[src/rtl/usb_ctrl_pkg.sv]
// Control-endpoint constants shared by the SETUP decoder and the endpoint sequencer:
// request codes, descriptor types, configuration-ROM layout and the string-index lookup.
package usb_ctrl_pkg;

  localparam logic [7:0] REQ_GET_STATUS        = 8'h00;
  localparam logic [7:0] REQ_SET_ADDRESS       = 8'h05;
  localparam logic [7:0] REQ_GET_DESCRIPTOR    = 8'h06;
  localparam logic [7:0] REQ_SET_CONFIGURATION = 8'h09;
  localparam logic [7:0] REQ_VENDOR_OUT        = 8'h30;
  localparam logic [7:0] REQ_VENDOR_IN         = 8'h31;

  localparam logic [7:0] DESC_DEVICE = 8'h01;
  localparam logic [7:0] DESC_CONFIG = 8'h02;
  localparam logic [7:0] DESC_STRING = 8'h03;

  // Configuration-ROM map; OFF_CONFIG_TOTAL holds the low byte of wTotalLength.
  localparam logic [7:0] OFF_DEVICE       = 8'd0;
  localparam logic [7:0] OFF_CONFIG       = 8'd18;
  localparam logic [7:0] OFF_CONFIG_TOTAL = 8'd20;
  localparam logic [7:0] OFF_STR_LANG     = 8'd43;
  localparam logic [7:0] OFF_STR_VENDOR   = 8'd47;
  localparam logic [7:0] OFF_STR_PRODUCT  = 8'd73;
  localparam logic [7:0] OFF_STR_SERIAL   = 8'd101;
  localparam logic [7:0] OFF_STATUS       = 8'd137;

  localparam logic [7:0] STATUS_LEN = 8'd2;

  typedef enum logic [2:0] {
    ST_IDLE,
    ST_CAPT,
    ST_DECODE,
    ST_LEN,
    ST_DONE
  } state_e;

  typedef enum logic [1:0] {
    LEN_ZERO,
    LEN_ROM,
    LEN_STATUS,
    LEN_WLENGTH
  } len_src_e;

  typedef struct packed {
    logic       hit;
    logic [7:0] offset;
  } str_lookup_t;

  function automatic str_lookup_t string_offset(input logic [7:0] idx);
    str_lookup_t r;
    r.hit = 1'b1;
    case (idx)
      8'h00:   r.offset = OFF_STR_LANG;
      8'hAA:   r.offset = OFF_STR_VENDOR;
      8'hAB:   r.offset = OFF_STR_PRODUCT;
      8'hAC:   r.offset = OFF_STR_VENDOR;
      8'hAD:   r.offset = OFF_STR_SERIAL;
      default: begin
        r.hit    = 1'b0;
        r.offset = 8'd0;
      end
    endcase
    return r;
  endfunction

endpackage

[src/rtl/usb_setup_decoder_if.sv]
// Receive-queue, ROM and decode-result signals of the SETUP decoder.
// master = the decoder itself, slave = the queue/ROM/sequencer side.
interface usb_setup_decoder_if #(
  parameter int ADDR_W = 8
);
  logic              start;
  logic              fifo_empty;
  logic [7:0]        fifo_data;
  logic              fifo_rd;
  logic [ADDR_W-1:0] rom_addr;
  logic [7:0]        rom_data;
  logic              busy;
  logic              done;
  logic              dir_in;
  logic [7:0]        expected_bytes;
  logic [7:0]        config_offset;
  logic              from_descriptor;
  logic              stall;
  logic [6:0]        addr_pending;

  modport master (
    input  start, fifo_empty, fifo_data, rom_data,
    output fifo_rd, rom_addr, busy, done, dir_in, expected_bytes,
           config_offset, from_descriptor, stall, addr_pending
  );

  modport slave (
    output start, fifo_empty, fifo_data, rom_data,
    input  fifo_rd, rom_addr, busy, done, dir_in, expected_bytes,
           config_offset, from_descriptor, stall, addr_pending
  );
endinterface

[src/rtl/usb_setup_decoder.sv]
// Captures the 8-byte SETUP payload, fetches the descriptor length from the configuration
// ROM and produces the data-stage descriptor for the control-endpoint sequencer.
module usb_setup_decoder
  import usb_ctrl_pkg::*;
#(
  parameter int TIMEOUT = 16,
  parameter int ADDR_W  = 8
) (
  input logic                 clk,
  input logic                 rst,
  input logic                 usb_rst,
  usb_setup_decoder_if.master bus
);

  localparam int TCNT_W = $clog2(TIMEOUT + 1);

  state_e state, state_nxt;

  logic [3:0]        issued;
  logic [3:0]        captured;
  logic              rd_pending;
  logic [TCNT_W-1:0] idle_cnt;

  // Only the request fields the decode needs are kept; wIndex is skipped.
  logic       req_dir;
  logic [7:0] b_request;
  logic [7:0] w_value_lo;
  logic [7:0] w_value_hi;
  logic [7:0] w_length_lo;
  logic [7:0] w_length_hi;

  logic [7:0] rom_addr_q;
  logic       dir_in_q;
  logic [7:0] exp_bytes_q;
  logic [7:0] cfg_off_q;
  logic       from_desc_q;
  logic       stall_q;
  logic [6:0] addr_q;

  logic rd_now, capt_last, idle_cycle, timeout_hit;

  logic [7:0]  dec_offset;
  logic [7:0]  dec_fetch;
  logic        dec_src;
  logic        dec_stall;
  len_src_e    dec_len;
  str_lookup_t str;
  logic [7:0]  desc_len;
  logic [7:0]  exp_len;

  assign rd_now      = (state == ST_CAPT) && !bus.fifo_empty && (issued < 4'd8);
  assign capt_last   = (state == ST_CAPT) && rd_pending && (captured == 4'd7);
  assign idle_cycle  = (state == ST_CAPT) && bus.fifo_empty && !rd_pending;
  assign timeout_hit = idle_cycle && (idle_cnt == TCNT_W'(TIMEOUT - 1));

  always_ff @(posedge clk or negedge rst) begin
    if (!rst) state <= ST_IDLE;
    else if (usb_rst) state <= ST_IDLE;
    else state <= state_nxt;
  end

  always_comb begin
    state_nxt   = state;
    bus.fifo_rd = 1'b0;
    bus.busy    = 1'b0;
    bus.done    = 1'b0;
    case (state)
      ST_IDLE: if (bus.start) state_nxt = ST_CAPT;
      ST_CAPT: begin
        bus.fifo_rd = rd_now;
        bus.busy    = 1'b1;
        if (timeout_hit) state_nxt = ST_DONE;
        else if (capt_last) state_nxt = ST_DECODE;
      end
      ST_DECODE: begin
        bus.busy  = 1'b1;
        state_nxt = ST_LEN;
      end
      ST_LEN: begin
        bus.busy  = 1'b1;
        state_nxt = ST_DONE;
      end
      ST_DONE: begin
        bus.done  = 1'b1;
        state_nxt = ST_IDLE;
      end
      default: state_nxt = ST_IDLE;
    endcase
  end

  // dec_fetch is the ROM byte holding the length; it differs from the data-stage offset
  // only for the configuration descriptor.
  always_comb begin
    str        = string_offset(w_value_lo);
    dec_offset = 8'd0;
    dec_fetch  = 8'd0;
    dec_src    = 1'b0;
    dec_stall  = 1'b0;
    dec_len    = LEN_ZERO;
    case (b_request)
      REQ_GET_STATUS: begin
        dec_offset = OFF_STATUS;
        dec_fetch  = OFF_STATUS;
        dec_src    = 1'b1;
        dec_len    = LEN_STATUS;
      end
      REQ_SET_ADDRESS:       dec_src = 1'b1;
      REQ_SET_CONFIGURATION: dec_src = 1'b1;
      REQ_VENDOR_OUT:        dec_src = 1'b0;
      REQ_VENDOR_IN: begin
        dec_offset = OFF_STR_VENDOR;
        dec_fetch  = OFF_STR_VENDOR;
        dec_len    = LEN_WLENGTH;
      end
      REQ_GET_DESCRIPTOR: begin
        dec_src = 1'b1;
        case (w_value_hi)
          DESC_DEVICE: begin
            dec_offset = OFF_DEVICE;
            dec_fetch  = OFF_DEVICE;
            dec_len    = LEN_ROM;
          end
          DESC_CONFIG: begin
            dec_offset = OFF_CONFIG;
            dec_fetch  = OFF_CONFIG_TOTAL;
            dec_len    = LEN_ROM;
          end
          DESC_STRING: begin
            if (str.hit) begin
              dec_offset = str.offset;
              dec_fetch  = str.offset;
              dec_len    = LEN_ROM;
            end else begin
              dec_stall = 1'b1;
            end
          end
          default: dec_stall = 1'b1;
        endcase
      end
      default: dec_stall = 1'b1;
    endcase
  end

  always_comb begin
    desc_len = 8'd0;
    case (dec_len)
      LEN_ROM:     desc_len = bus.rom_data;
      LEN_STATUS:  desc_len = STATUS_LEN;
      LEN_WLENGTH: desc_len = w_length_lo;
      default:     desc_len = 8'd0;
    endcase
    exp_len = desc_len;
    if (dec_src && (w_length_hi == 8'd0) && (w_length_lo < desc_len)) exp_len = w_length_lo;
    if (dec_stall) exp_len = 8'd0;
  end

  // Capture counters, request bytes and the committed decode results.
  always_ff @(posedge clk or negedge rst) begin
    if (!rst) begin
      issued      <= '0;
      captured    <= '0;
      rd_pending  <= 1'b0;
      idle_cnt    <= '0;
      req_dir     <= 1'b0;
      b_request   <= '0;
      w_value_lo  <= '0;
      w_value_hi  <= '0;
      w_length_lo <= '0;
      w_length_hi <= '0;
      rom_addr_q  <= '0;
      dir_in_q    <= 1'b0;
      exp_bytes_q <= '0;
      cfg_off_q   <= '0;
      from_desc_q <= 1'b0;
      stall_q     <= 1'b0;
      addr_q      <= '0;
    end else if (usb_rst) begin
      issued      <= '0;
      captured    <= '0;
      rd_pending  <= 1'b0;
      idle_cnt    <= '0;
      req_dir     <= 1'b0;
      b_request   <= '0;
      w_value_lo  <= '0;
      w_value_hi  <= '0;
      w_length_lo <= '0;
      w_length_hi <= '0;
      rom_addr_q  <= '0;
      dir_in_q    <= 1'b0;
      exp_bytes_q <= '0;
      cfg_off_q   <= '0;
      from_desc_q <= 1'b0;
      stall_q     <= 1'b0;
      addr_q      <= '0;
    end else begin
      case (state)
        ST_IDLE: begin
          if (bus.start) begin
            issued     <= '0;
            captured   <= '0;
            rd_pending <= 1'b0;
            idle_cnt   <= '0;
          end
        end
        ST_CAPT: begin
          rd_pending <= rd_now;
          if (rd_now) issued <= issued + 4'd1;
          if (rd_now) idle_cnt <= '0;
          else if (idle_cycle) idle_cnt <= idle_cnt + TCNT_W'(1);
          if (rd_pending) begin
            captured <= captured + 4'd1;
            case (captured[2:0])
              3'd0:    req_dir     <= bus.fifo_data[7];
              3'd1:    b_request   <= bus.fifo_data;
              3'd2:    w_value_lo  <= bus.fifo_data;
              3'd3:    w_value_hi  <= bus.fifo_data;
              3'd6:    w_length_lo <= bus.fifo_data;
              3'd7:    w_length_hi <= bus.fifo_data;
              default: ;
            endcase
          end
          if (timeout_hit) begin
            stall_q     <= 1'b1;
            exp_bytes_q <= 8'd0;
          end
        end
        ST_DECODE: rom_addr_q <= dec_fetch;
        ST_LEN: begin
          dir_in_q    <= req_dir;
          exp_bytes_q <= exp_len;
          cfg_off_q   <= dec_offset;
          from_desc_q <= dec_src;
          stall_q     <= dec_stall;
          if (b_request == REQ_SET_ADDRESS) addr_q <= w_value_lo[6:0];
        end
        default: ;
      endcase
    end
  end

  // The fetch address is driven during DECODE so the registered ROM answers in LEN.
  assign bus.rom_addr        = ADDR_W'((state == ST_DECODE) ? dec_fetch : rom_addr_q);
  assign bus.dir_in          = dir_in_q;
  assign bus.expected_bytes  = exp_bytes_q;
  assign bus.config_offset   = cfg_off_q;
  assign bus.from_descriptor = from_desc_q;
  assign bus.stall           = stall_q;
  assign bus.addr_pending    = addr_q;

endmodule
[src/flat_wrapper.sv]
// flat-port wrapper written by rule: the top's interface ports become plain ports
module usb_setup_decoder_flat import usb_ctrl_pkg::*;
#(
  parameter int TIMEOUT = 16,
  parameter int ADDR_W  = 8
)
  (clk, rst, usb_rst, bus_start, bus_fifo_empty, bus_fifo_data, bus_rom_data, bus_fifo_rd, bus_rom_addr, bus_busy, bus_done, bus_dir_in, bus_expected_bytes, bus_config_offset, bus_from_descriptor, bus_stall, bus_addr_pending);
  usb_setup_decoder_if #(.ADDR_W(ADDR_W)) bus_i ();
  input logic clk;
  input logic rst;
  input logic usb_rst;
  input wire logic [$bits(bus_i.start)-1:0] bus_start;
  input wire logic [$bits(bus_i.fifo_empty)-1:0] bus_fifo_empty;
  input wire logic [$bits(bus_i.fifo_data)-1:0] bus_fifo_data;
  input wire logic [$bits(bus_i.rom_data)-1:0] bus_rom_data;
  output wire logic [$bits(bus_i.fifo_rd)-1:0] bus_fifo_rd;
  output wire logic [$bits(bus_i.rom_addr)-1:0] bus_rom_addr;
  output wire logic [$bits(bus_i.busy)-1:0] bus_busy;
  output wire logic [$bits(bus_i.done)-1:0] bus_done;
  output wire logic [$bits(bus_i.dir_in)-1:0] bus_dir_in;
  output wire logic [$bits(bus_i.expected_bytes)-1:0] bus_expected_bytes;
  output wire logic [$bits(bus_i.config_offset)-1:0] bus_config_offset;
  output wire logic [$bits(bus_i.from_descriptor)-1:0] bus_from_descriptor;
  output wire logic [$bits(bus_i.stall)-1:0] bus_stall;
  output wire logic [$bits(bus_i.addr_pending)-1:0] bus_addr_pending;
  assign bus_i.start = bus_start;
  assign bus_i.fifo_empty = bus_fifo_empty;
  assign bus_i.fifo_data = bus_fifo_data;
  assign bus_i.rom_data = bus_rom_data;
  assign bus_fifo_rd = bus_i.fifo_rd;
  assign bus_rom_addr = bus_i.rom_addr;
  assign bus_busy = bus_i.busy;
  assign bus_done = bus_i.done;
  assign bus_dir_in = bus_i.dir_in;
  assign bus_expected_bytes = bus_i.expected_bytes;
  assign bus_config_offset = bus_i.config_offset;
  assign bus_from_descriptor = bus_i.from_descriptor;
  assign bus_stall = bus_i.stall;
  assign bus_addr_pending = bus_i.addr_pending;
  usb_setup_decoder #(.TIMEOUT(TIMEOUT), .ADDR_W(ADDR_W)) u_core (.clk(clk), .rst(rst), .usb_rst(usb_rst), .bus(bus_i));
endmodule
[config.mk]
export PLATFORM = sky130hd
export DESIGN_NAME = usb_setup_decoder_flat
export DESIGN_NICKNAME = d
export VERILOG_FILES = /design/src/rtl/usb_ctrl_pkg.sv /design/src/rtl/usb_setup_decoder_if.sv /design/src/rtl/usb_setup_decoder.sv /design/src/flat_wrapper.sv
export SDC_FILE = /design/constraint.sdc
export NUM_CORES = 1
export LEC_CHECK = 0
export CORE_ASPECT_RATIO = 0.5
export CORE_MARGIN = 5
export CORE_UTILIZATION = 51
export CTS_CLUSTER_DIAMETER = 200
export CTS_CLUSTER_SIZE = 12
export DETAILED_ROUTE_END_ITERATION = 16
export PLACE_DENSITY = 0.84
export SYNTH_ARGS = -nofsm -noshare
export SYNTH_HDL_FRONTEND = slang
export SYNTH_SLANG_ARGS = --single-unit
[constraint.sdc]
create_clock -name clk -period 3.43 [get_ports clk]
set_clock_uncertainty 0.05 [all_clocks]
set_input_delay 0.5145 -clock clk [delete_from_list [all_inputs] [get_ports clk]]
set_output_delay 0.5145 -clock clk [all_outputs]
set_load 0.005 [all_outputs]
==> impl_results.md, run 1 <==
- # port buffers: 57
- TNS Setup: -0.757 ns
- Maximum clock frequency: 282 MHz
- Clk pin slew, worst setup/hold paths: 0.07 ns
- Total chip power: 2.26 mW
- Htree depth: 3
- Total track usage: 22.1%
- Seq/Total Area, Yosys: 48.0%
- Tmin final: 3.55 ns
- Initial DRC Count: 438
- Worst Hold Slack: roughly 0.21 ns
- Synthesized area per cell: 9.39 µm²
- Worst path max stage delay: about 0.43 ns
- RSZ-0062 raised after global routing: true
- Layout cells sized above 1: 14.5%
- Top-area cell type share of the netlist area: 48.0%
- Core area: 9320 µm²
- Placed instance area: 5560 µm²
- Crit path required time: 3.62 ns
- Final WS setup: -0.120 ns
- Most common cell in the synthesized netlist: dfrtp_1
- Slew @ Worst Pin: 0.817 ns
- WS Path Type: flop to flop
- Io pins: 58
- Post-DP HPWL: 8610 µm
- Asr flop ratio synth: 100%
- Largest net degree at the start of global routing: slightly below 70
- Crit Path Max Fanout: 7
- Row cnt: 25
- # setup viols final: 8
- CP Buf/Inv Count: 3
- Ys Warns: 0
- Cell count after placement: 684
- Max transition margin: between 40% and 50%
- Diodes inserted: 0
- Final Max Tran Viols: 0
- Synth top cells by count: dfrtp_1 (92), nand2_1 (75), nor2_1 (48)
- Post-route cell area: 6050 µm²
- Status: finished with violations
- Dpl ws: -0.114 ns
- Top post-synthesis cells by area: dfrtp_1 (48%), nand2_1 (5.9%), a21oi_1 (4.9%), nand3_1 (4.5%), ha_1 (4.2%)
- Util after Layout: 64.9%
- CTS tree: built
- Register share of total power: 48.5%
- WL final: between 10,000 and 15,000 µm
- Cell repeated most along the worst path: buf_4
- Logic pwr share: 5.3%
- P_sw: around 0.49 mW
- Die H: ~80 µm
- Fillcell total: between 700 and 800
- DRC errors left: 0
- Internal power: ~1.8 mW
- Period utilization: 103%
- Max_cap viols: 0
- Post-synth EDFFs: 0
- Total congestion overflow: 0
- Synth area leader: dfrtp_1
- CP cell instances: nor4_2, nand3_2, a311oi_4, buf_4, buf_4, a22oi_1, ha_1, a21oi_2, o22ai_2, nor4_4, o21ai_2, buf_6, o211a_1, a22o_1
- Initial DRT Pass Iterations: 5
- Synth Instances: 511
- CP Capture Type: flop
- Starting Density: 51.4%
- Clock power frac: 46.2%
- Vias: 4,265
- Post-DR vias/cell: 6.02
- Die span in x: 147 µm
- Syn nets: ~550
- Sw Share: 21.9%
- Final hold vios: 0
- Top delay family on crit path: compound AO/OA/AOI/OAI gates
- Setup crit start kind: flop
- P_leak: around 2.8 nW
- Seq cells post-synth: 92
- Die area: 11,600 µm²
- CTS root buf: clkbuf_16
- Initial antenna violation count: 0
- Worst path slowest cell: dfrtp_1
- CTS Buf Count: 9
- Routed len/inst: 18.2 µm
- Synth unique cells: 64
- Vias in the first global route: 4,083
- Dominant synthesized flop cell: dfrtp_1
- Area delta synth->final: 26.2%
- Sink Count: between 90 and 100
- WP data arrival: 3.73 ns
- Class of the worst hold path: input port to asynchronous set/reset pin
- Hold bufs inserted after CTS: 0
- Clock Latency Late Sink: 0.34 ns
- Nets@finish: around 620
- Non-Filler Instances: ~710
- Clock Tree Buf Depth: 2
- GP Congestion: 0.873
- Post-route ant nets: 0
- Power per cell area: 373 nW/µm²
- First-pass GRT wire length: 20,500 µm
- Post-synthesis instance area: 4800 µm²
- Peak supply drop: 239 µV
- Failing checks: negative setup slack
## final timing paths
kind	start	to	slack (ns)	cells after the start
worst max-delay path	u_core.w_value_lo[3]	u_core.bus.expected_bytes[6]	-0.12	14
worst min-delay path	rst	u_core.w_value_hi[6]	0.21	1
worst max register to register	u_core.w_value_lo[3]	u_core.bus.expected_bytes[6]	-0.12	14
worst min register to register	u_core.captured[3]	u_core.captured[3]	0.43	1
max in group asynchronous	rst	u_core.rom_addr_q[2]	2.36	2
min in group clk	u_core.captured[3]	u_core.captured[3]	0.43	1
## repair_timing
item	in CTS	in global routing
setup buffers	1	8
resized for setup	6	20
endpoints found under the setup margin	8	10
cloned	0	1
pin swaps	2	11
## cell usage in the layout (no fill, tap or decap), types with 3 or more instances in the layout
master / instances
mux2i_1: 15
a22o_1: 6
ha_1: 15
clkbuf_16: 9
nor2b_1: 11
dfrtp_1: 89
o31ai_1: 3
nand3_1: 42
nor4_1: 3
a22oi_1: 4
inv_1: 9
clkdlybuf4s50_1: 54
nor4_4: 3
nand4_1: 4
xor2_1: 3
buf_4: 30
nor2_1: 48
nand2_1: 75
o21ai_0: 9
dfrtp_2: 3
o21ai_1: 11
a21o_1: 4
nor3_1: 7
and2_1: 5
o211a_1: 6
a211oi_1: 6
or3_4: 3
a21oi_1: 46
## sequential cells by signal, summed over array words and instances (netlist names), 3 cells and up
register / cells
u_core.bus.expected_bytes: 8
u_core.bus.config_offset: 8
u_core.rom_addr_q: 8
u_core.state: 3
u_core.b_request: 8
u_core.w_value_lo: 8
u_core.w_length_hi: 8
u_core.captured: 4
u_core.idle_cnt: 5
u_core.bus.addr_pending: 7
u_core.w_value_hi: 8
u_core.w_length_lo: 8
u_core.issued: 4
## per-layer routing
| metal | vias up | global-route usage (%) | part of all wire (%) |
|---|---|---|---|
| met3 | 30 | 5.82 | 7.4 |
| met5 | - | 0 | 0 |
| met4 | 0 | 7.16 | 2.0 |
| met1 | 2086 | 29.7 | 44 |
| met2 | 182 | 35.3 | 47 |
| li1 | 1967 | - | - |
## power groups by stage
stage | clock network [mW] | logic [mW] | registers (mW)
2_1_floorplan | 0 | 0.0437 | 1.11
3_3_place_gp | 0 | 0.116 | 1.11
3_5_place_dp | 0 | 0.118 | 1.11
4_1_cts | 1.05 | 0.118 | 1.09
5_1_grt | 1.10 | 0.131 | 1.09
6_report | 1.04 | 0.119 | 1.09
## cells by family (layout without fill, tap and decap cells)
kind of cell / count (synthesis) / in the layout / share of synthesized area (%)
AOI/OAI and AO/OA: 118 / 118 / 16.7
DFF: 92 / 92 / 48.0
buffers and inverters: 35 / 112 / 2.95
xor gates and xnor gates: 5 / 5 / 0.913
muxes: 17 / 17 / 3.60
adders and majority gates: 16 / 16 / 4.17
and+or+nand+nor: 228 / 228 / 23.6
## area by class of cell
| cell class | count | area, µm² | area share (%) |
|---|---|---|---|
| Tap cell | 121 | 151 | 2.50 |
| Clock buffer | 10 | 229 | 3.78 |
| Multi-Input combinational cell | 384 | 2450 | 40.6 |
| Sequential cell | 92 | 2310 | 38.1 |
| Clock inverter | 5 | 77.6 | 1.28 |
| Timing Repair Buffer | 88 | 800 | 13.2 |
| Inverter | 9 | 33.8 | 0.558 |
Note: power is estimated with default switching activity, not from simulation.
==> run 2: changes to the inputs <==
SLEW_MARGIN = 15   (was default)
==> results of run 2 <==
Final layout, timing and power as in run 1 (identical DEF).
